[src/rtl/disp_pkg.sv]
// disp_pkg: shared state encoding, response codes and burst geometry helpers for the frame fetcher.
package disp_pkg;
   typedef enum logic [1:0] {IDLE, REQ, ADDR, DRAIN} state_t;
   localparam logic [1:0] OKAY = 2'b00;
   function automatic int bytes_per_burst(input int burst_len, input int data_w);
      return burst_len * data_w / 8;
   endfunction
   function automatic int bursts_per_line(input int h_pix, input int pix_bytes, input int burst_len, input int data_w);
      return h_pix * pix_bytes / bytes_per_burst(burst_len, data_w);
   endfunction
endpackage

[src/rtl/disp_fetch_addr.sv]
// disp_fetch_addr: frame walk counters producing the next burst address and a last-burst-of-frame flag.
module disp_fetch_addr
   import disp_pkg::*;
#(
   parameter int ADDR_W    = 32,
   parameter int DATA_W    = 64,
   parameter int BURST_LEN = 16,
   parameter int H_PIX     = 640,
   parameter int V_LINE    = 480,
   parameter int PIX_BYTES = 4
) (
   input  logic              clk,
   input  logic              rst,
   input  logic              load,
   input  logic              step,
   input  logic [ADDR_W-1:0] base,
   input  logic [15:0]       stride,
   output logic [ADDR_W-1:0] addr,
   output logic              last
);
   localparam int BB  = bytes_per_burst(BURST_LEN, DATA_W);
   localparam int BPL = bursts_per_line(H_PIX, PIX_BYTES, BURST_LEN, DATA_W);
   logic [ADDR_W-1:0] line_addr;
   logic [15:0]       stride_q, burst_cnt, line_cnt;
   logic              line_end;
   assign line_end = burst_cnt == 16'(BPL - 1);
   assign addr     = line_addr + ADDR_W'(burst_cnt) * ADDR_W'(BB);
   assign last     = line_end && line_cnt == 16'(V_LINE - 1);
   always_ff @(posedge clk) begin
      if (rst) begin
         line_addr <= '0;
         stride_q  <= '0;
         burst_cnt <= '0;
         line_cnt  <= '0;
      end else if (load) begin
         line_addr <= base;
         stride_q  <= stride;
         burst_cnt <= '0;
         line_cnt  <= '0;
      end else if (step) begin
         burst_cnt <= line_end ? '0 : burst_cnt + 16'd1;
         line_addr <= line_end ? line_addr + ADDR_W'(stride_q) : line_addr;
         line_cnt  <= line_end ? line_cnt + 16'd1 : line_cnt;
      end
   end
endmodule

[src/rtl/disp_fetch.sv]
// disp_fetch: AXI read-burst frame fetch engine with outstanding-burst limit, abort/drain and error capture.
module disp_fetch
   import disp_pkg::*;
#(
   parameter int ADDR_W    = 32,
   parameter int DATA_W    = 64,
   parameter int BURST_LEN = 16,
   parameter int MAX_OUTST = 2,
   parameter int H_PIX     = 640,
   parameter int V_LINE    = 480,
   parameter int PIX_BYTES = 4
) (
   input  logic              ACLK,
   input  logic              ARST,
   input  logic              START,
   input  logic              DISPON,
   input  logic [ADDR_W-1:0] BASEADDR,
   input  logic [15:0]       STRIDE,
   input  logic              FIFOREADY,
   output logic [ADDR_W-1:0] ARADDR,
   output logic [7:0]        ARLEN,
   output logic              ARVALID,
   input  logic              ARREADY,
   input  logic              RVALID,
   input  logic              RLAST,
   input  logic [1:0]        RRESP,
   output logic              RREADY,
   output logic              BUSY,
   output logic              DONE,
   output logic              RERR
);
   state_t            state, state_n;
   logic              abort, abort_n, load, step, issue, done_n, last, ar_hs, r_last;
   logic [3:0]        outst, outst_n;
   logic [ADDR_W-1:0] addr;
   disp_fetch_addr #(
      .ADDR_W(ADDR_W), .DATA_W(DATA_W), .BURST_LEN(BURST_LEN),
      .H_PIX(H_PIX), .V_LINE(V_LINE), .PIX_BYTES(PIX_BYTES)
   ) u_addr (
      .clk(ACLK), .rst(ARST), .load(load), .step(step),
      .base(BASEADDR), .stride(STRIDE), .addr(addr), .last(last)
   );
   assign ARLEN  = 8'(BURST_LEN - 1);
   assign BUSY   = state != IDLE;
   assign ar_hs  = ARVALID & ARREADY;
   assign r_last = RVALID & RREADY & RLAST;
   // Stray RLASTs after a reset must not wrap the counter below zero.
   assign outst_n = outst + {3'b0, ar_hs} - {3'b0, r_last && outst != 4'd0};
   always_comb begin
      state_n = state;
      abort_n = abort;
      load    = 1'b0;
      step    = 1'b0;
      issue   = 1'b0;
      done_n  = 1'b0;
      case (state)
         IDLE: begin
            load    = START & DISPON;
            abort_n = load ? 1'b0 : abort;
            state_n = load ? REQ : IDLE;
         end
         REQ: begin
            issue   = DISPON & FIFOREADY & (outst < 4'(MAX_OUTST));
            abort_n = ~DISPON;
            state_n = !DISPON ? DRAIN : issue ? ADDR : REQ;
         end
         ADDR: begin
            step    = ARREADY & ~last & DISPON;
            abort_n = ARREADY ? ~DISPON : abort;
            state_n = !ARREADY ? ADDR : (last || !DISPON) ? DRAIN : REQ;
         end
         DRAIN: begin
            done_n  = outst_n == 4'd0 && !abort;
            state_n = outst_n == 4'd0 ? IDLE : DRAIN;
         end
         default: state_n = IDLE;
      endcase
   end
   always_ff @(posedge ACLK) begin
      if (ARST) begin
         state   <= IDLE;
         abort   <= 1'b0;
         ARVALID <= 1'b0;
         ARADDR  <= '0;
         RREADY  <= 1'b0;
         DONE    <= 1'b0;
         RERR    <= 1'b0;
         outst   <= '0;
      end else begin
         state   <= state_n;
         abort   <= abort_n;
         ARVALID <= issue | (ARVALID & ~ARREADY);
         ARADDR  <= issue ? addr : ARADDR;
         RREADY  <= 1'b1;
         DONE    <= done_n;
         outst   <= outst_n;
         RERR    <= (RERR & ~load) | (RVALID & RREADY & (RRESP != OKAY));
      end
   end
endmodule

[config.mk]
export PLATFORM = sky130hd
export DESIGN_NAME = disp_fetch
export DESIGN_NICKNAME = d
export VERILOG_FILES = /design/src/rtl/disp_pkg.sv /design/src/rtl/disp_fetch_addr.sv /design/src/rtl/disp_fetch.sv
export SDC_FILE = /design/constraint.sdc
export NUM_CORES = 1
export LEC_CHECK = 0
export CORE_ASPECT_RATIO = 1.2
export CORE_MARGIN = 2
export CORE_UTILIZATION = 50
export CTS_BUF_LIST = sky130_fd_sc_hd__clkbuf_16
export DETAILED_ROUTE_END_ITERATION = 6
export GPL_ROUTABILITY_DRIVEN = 0
export GPL_TIMING_DRIVEN = 0
export PLACE_DENSITY = 0.74
export SYNTH_ARGS = -nofsm -noshare
export SYNTH_HDL_FRONTEND = slang
export SYNTH_HIERARCHICAL = 1
export SYNTH_SLANG_ARGS = --single-unit
[constraint.sdc]
create_clock -name ACLK -period 2.9 [get_ports ACLK]
set_input_delay 0.29 -clock ACLK [delete_from_list [all_inputs] [get_ports ACLK]]
set_output_delay 0.29 -clock ACLK [all_outputs]
set_load 0.1 [all_outputs]
==> run metrics, run 1 <==
H-tree depth reported by CTS=4; Flop pwr share=0.379; final period utilization=0.971; CP delay by family, top=compound AO/OA/AOI/OAI gates; simple-gate portion of the synthesized area=0.220; RR Startpoint=u_addr/line_addr[9]$_SDFFE_PP0P_; critical path class=flip-flop to flip-flop; Synth Area per Inst=8.24 um2; RSZ-0062 raised after global routing=yes; Core Region=13,800 um2; Worst-Skew Late Latency=roughly 0.42 ns; Layout area overhead=29.4%; Final Setup Violations=0; DRT Wirelength=18,100 um; Placed Instance Area=8180 um2; Detailed Route Iter0 Violations=454; Pre-Repair DR Iteration Count=5; Post-Route Skew=0.00678 ns; CP endpoint kind=flip-flop; Die Y=134 um; top cells by area, synth=dfxtp_1 35%, ha_1 7.7%, nand2_1 6.4%; Yosys warning total=6; Post-Synthesis Cell Area=7000 um2; ant diodes=0; Startpoint Class=flip-flop; Setup TNS=0 ns; total CTS buffers=17; first-pass GRT wire length=28,600 um; Clock Power Share=0.480; compound-cell area share of the yosys netlist=0.172; most frequent cells in the layout=119 x nand2_1, 118 x dfxtp_1, 98 x nor2_1; starting density of the core=0.509; hpwl dp=roughly 13,000 um; clock buffer depth=2; Worst Max-Slew Pin Slew=0.986 ns; Seq/Total Area, Yosys=0.352; via/cell ratio=about 5.5; asr flop ratio synth=0; Logic pwr share=0.140; row cnt=47; total chip power=4.75 mW; clock slew at reported path FFs=0.06 ns; Max-cap violations=0; mux contribution to synthesized area=0.0272; Worst Path Max Fanout=4; Boundary Pins=103; fraction of layout cells with a size suffix above 1=0.115; grt ovf=0; CTS tree=built; initial antenna violation count=0; DRC errors left=0; Worst Hold Class=flip-flop to flip-flop; gr usage total=0.239; pin count of the biggest net entering global routing=17; cells after synthesis=850; CTS Root Cell=clkbuf_16; FF+latch count, synth=between 100 and 150; most frequent CP cell=a21oi_1; Final ANT Viol Nets=0; critical path cell sequence=ha_1 -> inv_1 -> o21a_1 -> o21ai_0 -> a21boi_2 -> o311ai_1 -> a21oi_1 -> buf_4 -> nor2_1 -> xor2_1 -> nand2_1 -> a21oi_1; WP buf/inv=2; Port Buf Inserts=94; Routed wire per std cell=about 16 um; status=finished, final reports clean; Int Power=3.54 mW; P_leak=3.57 nW; relative max-transition margin=0.341; design area=9060 um2; peak supply drop=between 300 and 400 uV; Power Density=524 nW/um2; post-layout min period=2.81 ns; CTS sink count=123; CP max stage delay=between 0.4 and 0.5 ns; Fill cells=~1.2k; largest family of logic cells by synthesized area=simple AND/OR/NAND/NOR gates; share of the synthesized area in the top cell type=0.352; commonest non-fill, non-tap cell in the layout=nand2_1; final hold violations=0; Adder-Cell Fraction of Synth Area=0.0854; Crit-path slowest cell=o21ai_0; Worst Path Arrival=3.17 ns; Distinct cells, synth=64; Primary FF master, synth=dfxtp_1; vias in the first global route=5,898; achievable clock frequency=355 MHz; Synth Area in XOR/XNOR=0.0888; die width=112 um; number of enable flip-flop cells after synthesis=0; fin util=0.659; Req. time, crit path=3.26 ns; detailed-route via count=6,385; CP startpoint=u_addr/line_addr[9]$_SDFFE_PP0P_; cell accounting for the most synthesized area=dfxtp_1; P_sw=1.21 mW; Die Area=about 15,000 um2; max-slew violations=0; switching part of the total power=0.255; number of nets in the layout=1,083; startpoint of the worst hold path=abort$_SDFFE_PP0P_
[worst paths after layout]
check | to | depth (start not counted) | slack [ns]
worst max-delay path | ARADDR[24]$_SDFFE_PP0P_ | 12 | 0.09
worst min-delay path | DONE$_SDFF_PP0_ | 1 | 0.44
worst max register to register | ARADDR[24]$_SDFFE_PP0P_ | 12 | 0.09
worst min register to register | DONE$_SDFF_PP0_ | 1 | 0.44
[stage by stage]
step | hold WS, ns | std cells | worst slack (ns)
finish | 0.443 | 1163 | 0.0855
floorplan | 0.410 | 856 | 0.145
global placement | 0.433 | 1121 | -0.827
global route | 0.456 | 1163 | -0.0266
detailed placement | 0.442 | 1121 | -0.799
CTS | 0.444 | 1158 | 0.00114
[logic make-up after synthesis]
group	after synthesis
DFF	123
AOI/OAI and AO/OA	185
xor gates and xnor gates	71
other	2
adders and majority gates	46
buffers and inverters	76
muxes	19
and+or+nand+nor	328
[layout make-up]
type                       count  area (um2)  share of cell area
buffer                        50         292              0.0322
clock buffer                  17         425              0.0469
clock inverter                15         208              0.0229
inverter                      26        97.6              0.0108
multi-input combinational    657        4340               0.479
sequential                   123        2470               0.273
tap                          171         214              0.0236
timing repair buffer         104        1020               0.112
[what timing repair did]
item / in CTS / in global routing
gates resized for setup: 28 / 23
endpoints found under the setup margin: 72 / 38
gates cloned: 0 / 0
setup buffers: 5 / 5
hold buffers: 0 / 0
pin swaps: 8 / 10
[registers in the layout, indices dropped and copies added (netlist names)]
name              flops
ARADDR               32
ARVALID               1
DONE                  1
RERR                  1
RREADY                1
abort                 1
outst                 4
state                 2
u_addr/burst_cnt     16
u_addr/line_addr     32
u_addr/line_cnt      16
u_addr/stride_q      16
[cell usage after synthesis, drive strengths merged, types with 10 or more instances]
cell type  count
dfxtp        123
nand2        120
nor2          99
a21oi         75
ha            43
xnor2         36
xor2          35
o21ai         34
buf           30
inv           26
nand3         21
clkbuf        20
mux2i         19
nand4         14
nor3          14
or3           12
and3          10
[layer usage]
metal / vias up / part of all wire / GRT usage
met5: - / 0 / 0
met4: 0 / 0.017 / 0.0793
li1: 3199 / - / -
met2: 207 / 0.48 / 0.406
met1: 2958 / 0.44 / 0.304
met3: 21 / 0.063 / 0.0469
[power groups by stage]
stage	sequential, mW	clock (mW)	combinational, mW
after global placement	1.84	0	0.646
after detailed placement	1.84	0	0.654
final	1.80	2.28	0.667
after floorplan	1.85	0	0.437
after CTS	1.80	2.30	0.662
after global routing	1.81	2.37	0.726
Power figures use the tool's default switching activity.
==> run 2, diff against run 1 <==
SLEW_MARGIN = 10   (was unset)
==> results of run 2 <==
Same layout as run 1: the final DEF is identical, and so are final timing and power.
==> run 3, diff against run 2 <==
CORE_MARGIN = 4   (was 2)
==> run 3 against run 2 <==
Sequential cell count unchanged. Sequential share of layout area increased by 0.17 points. Die area increased by 6.7%. Critical endpoint is now u_addr/burst_cnt[12]$_SDFFE_PP0P_. Largest cell class unchanged. Largest power group unchanged.
==> run metrics, run 3 (synthesis results as in run 1) <==
status=finished, final reports clean; Detailed Route Iter0 Violations=312 (-31%); clock buffer depth=2 (unchanged); relative max-transition margin=0.331 (-0.00973); Worst Path Max Fanout=10 (+6); vias in the first global route=6,026 (+2.2%); final hold violations=0 (unchanged); Die Area=16,000 um2 (+6.7%); Post-Route Skew=0.00716 ns (+0.000383 ns); detailed-route via count=6,473 (+1.4%); Setup TNS=0 ns (unchanged); starting density of the core=0.509 (unchanged); pin count of the biggest net entering global routing=17 (unchanged); CP delay by family, top=simple AND/OR/NAND/NOR gates; Worst Path Arrival=3.16 ns (about the same); CTS sink count=123 (unchanged); Fill cells=1,197 (+0.17%); CP max stage delay=0.39 ns (-0.04 ns); Worst Hold Class=flip-flop to flip-flop; clock slew at reported path FFs=0.06 ns (about the same); Layout area overhead=28.6%; WP buf/inv=4 (+2); achievable clock frequency=356 MHz (+0.30%); DP Worst Slack=-0.906 ns (-0.107 ns); Post-Layout Cell Count=1,165 (+0.17%); H-tree depth reported by CTS=4 (unchanged); hold_ws=0.436 ns (-0.00711 ns); Placed Instance Area=8180 um2 (unchanged); RSZ-0062 raised after global routing=yes; most frequent cells in the layout=120 x nand2_1, 119 x dfxtp_1, 98 x nor2_1; fraction of layout cells with a size suffix above 1=0.111 (-0.00426); Crit-path slowest cell=dfxtp_4; Power Density=498 nW/um2 (-5.0%); via/cell ratio=5.56 (+1.2%); commonest non-fill, non-tap cell in the layout=nand2_1; Boundary Pins=103 (unchanged); P_leak=3.52 nW (-1.1%); CTS tree=built; first-pass GRT wire length=29,200 um (+2.3%); fin util=0.654 (-0.00445); gr usage total=0.233 (-0.00569); initial antenna violation count=0 (unchanged); ant diodes=0 (unchanged); peak supply drop=340 uV (-13%); Die Y=138 um (+3.0%); Req. time, crit path=3.25 ns (about the same); DRT Wirelength=18,800 um (+3.7%); placed instance count=1,121 (unchanged); critical path class=flip-flop to flip-flop; DRC errors left=0 (unchanged); Startpoint Class=flip-flop; Final ANT Viol Nets=0 (unchanged); number of nets in the layout=1,085 (+0.18%); post-layout min period=2.81 ns (-0.00843 ns); Routed wire per std cell=16.1 um (+3.6%); Core Region=13,800 um2 (unchanged); row cnt=47 (unchanged); total CTS buffers=17 (unchanged); Port Buf Inserts=94 (unchanged); die width=116 um (+3.6%); Regs by FF count=ARADDR x32, u_addr/line_addr x32; critical path cell sequence=ha_4 -> nor4bb_4 -> and4_4 -> and4_4 -> nor3_2 -> buf_4 -> buf_12 -> nand2_1 -> buf_4 -> nand2_1 -> clkbuf_2 -> nor2_1; Final Setup Violations=0 (unchanged); max-slew violations=0 (unchanged); Worst Max-Slew Pin Slew=1.00 ns (+0.0146 ns); total chip power=4.48 mW (-5.7%); design area=9000 um2 (-0.68%); Pre-Repair DR Iteration Count=5 (unchanged); final period utilization=0.968 (-0.00291); Worst-Skew Late Latency=0.41 ns (about the same); CP endpoint kind=flip-flop; CTS Root Cell=clkbuf_16; final setup margin=0.0939 ns (+0.00843 ns); Max-cap violations=0 (unchanged); grt ovf=0 (unchanged); hpwl dp=13,800 um (+2.2%)
run 3: changes by cell type in the layout (fill, tap and decap cells not counted), sizes merged:
cell      change
clkinv        +4
bufinv        -3
buf           +1
clkinvlp      +1
inv           -2
clkbuf        +1
run 3: worst reg2reg max path: stages, from the launching register on:
cell	delay (ns)
dfxtp_4	0.39
ha_4	0.18
nor4bb_4	0.32
and4_4	0.32
and4_4	0.25
nor3_2	0.05
buf_4	0.15
buf_12	0.13
nand2_1	0.12
buf_4	0.22
nand2_1	0.22
clkbuf_2	0.27
nor2_1	0.13
run 3: power by group:
part | switching (mW) | total [mW] | internal, mW
Clock | 0.765 | 2.01 | 1.24
Combinational | 0.386 | 0.670 | 0.284
Sequential | 0.0575 | 1.80 | 1.75
Total | 1.21 | 4.48 | 3.27
run 3: worst paths after layout:
check | from | cells after the start | slack, ns | end
min reg2reg | abort$_SDFFE_PP0P_ | 1 | 0.44 | DONE$_SDFF_PP0_
max reg2reg | u_addr/burst_cnt[0]$_SDFFE_PP0P_ | 12 | 0.09 | u_addr/burst_cnt[12]$_SDFFE_PP0P_
max | u_addr/burst_cnt[0]$_SDFFE_PP0P_ | 12 | 0.09 | u_addr/burst_cnt[12]$_SDFFE_PP0P_
min | abort$_SDFFE_PP0P_ | 1 | 0.44 | DONE$_SDFF_PP0_
run 3: timing repair:
action,4_1_cts,5_1_grt
gates cloned,0,0
resized for setup,26,20
setup endpoints to repair,72,44
buffers inserted,8,4
pin swaps,8,8
hold buffers,0,0
run 3: cell type report:
| class | count | area (um2) | area share |
|---|---|---|---|
| multi-input cells | 657 | 4320 | 0.480 |
| plain buffers | 50 | 292 | 0.0324 |
| well taps | 171 | 214 | 0.0238 |
| repair buffers | 106 | 1040 | 0.116 |
| clock buffers | 17 | 425 | 0.0473 |
| flip-flops and latches | 123 | 2470 | 0.275 |
| clock inverters | 15 | 134 | 0.0149 |
| inverters | 26 | 97.6 | 0.0108 |
run 3: per-layer routing:
metal	GRT usage	share of wire
met1	0.292	0.42
met2	0.401	0.48
met3	0.0431	0.079
met4	0.0780	0.019
met5	0	0
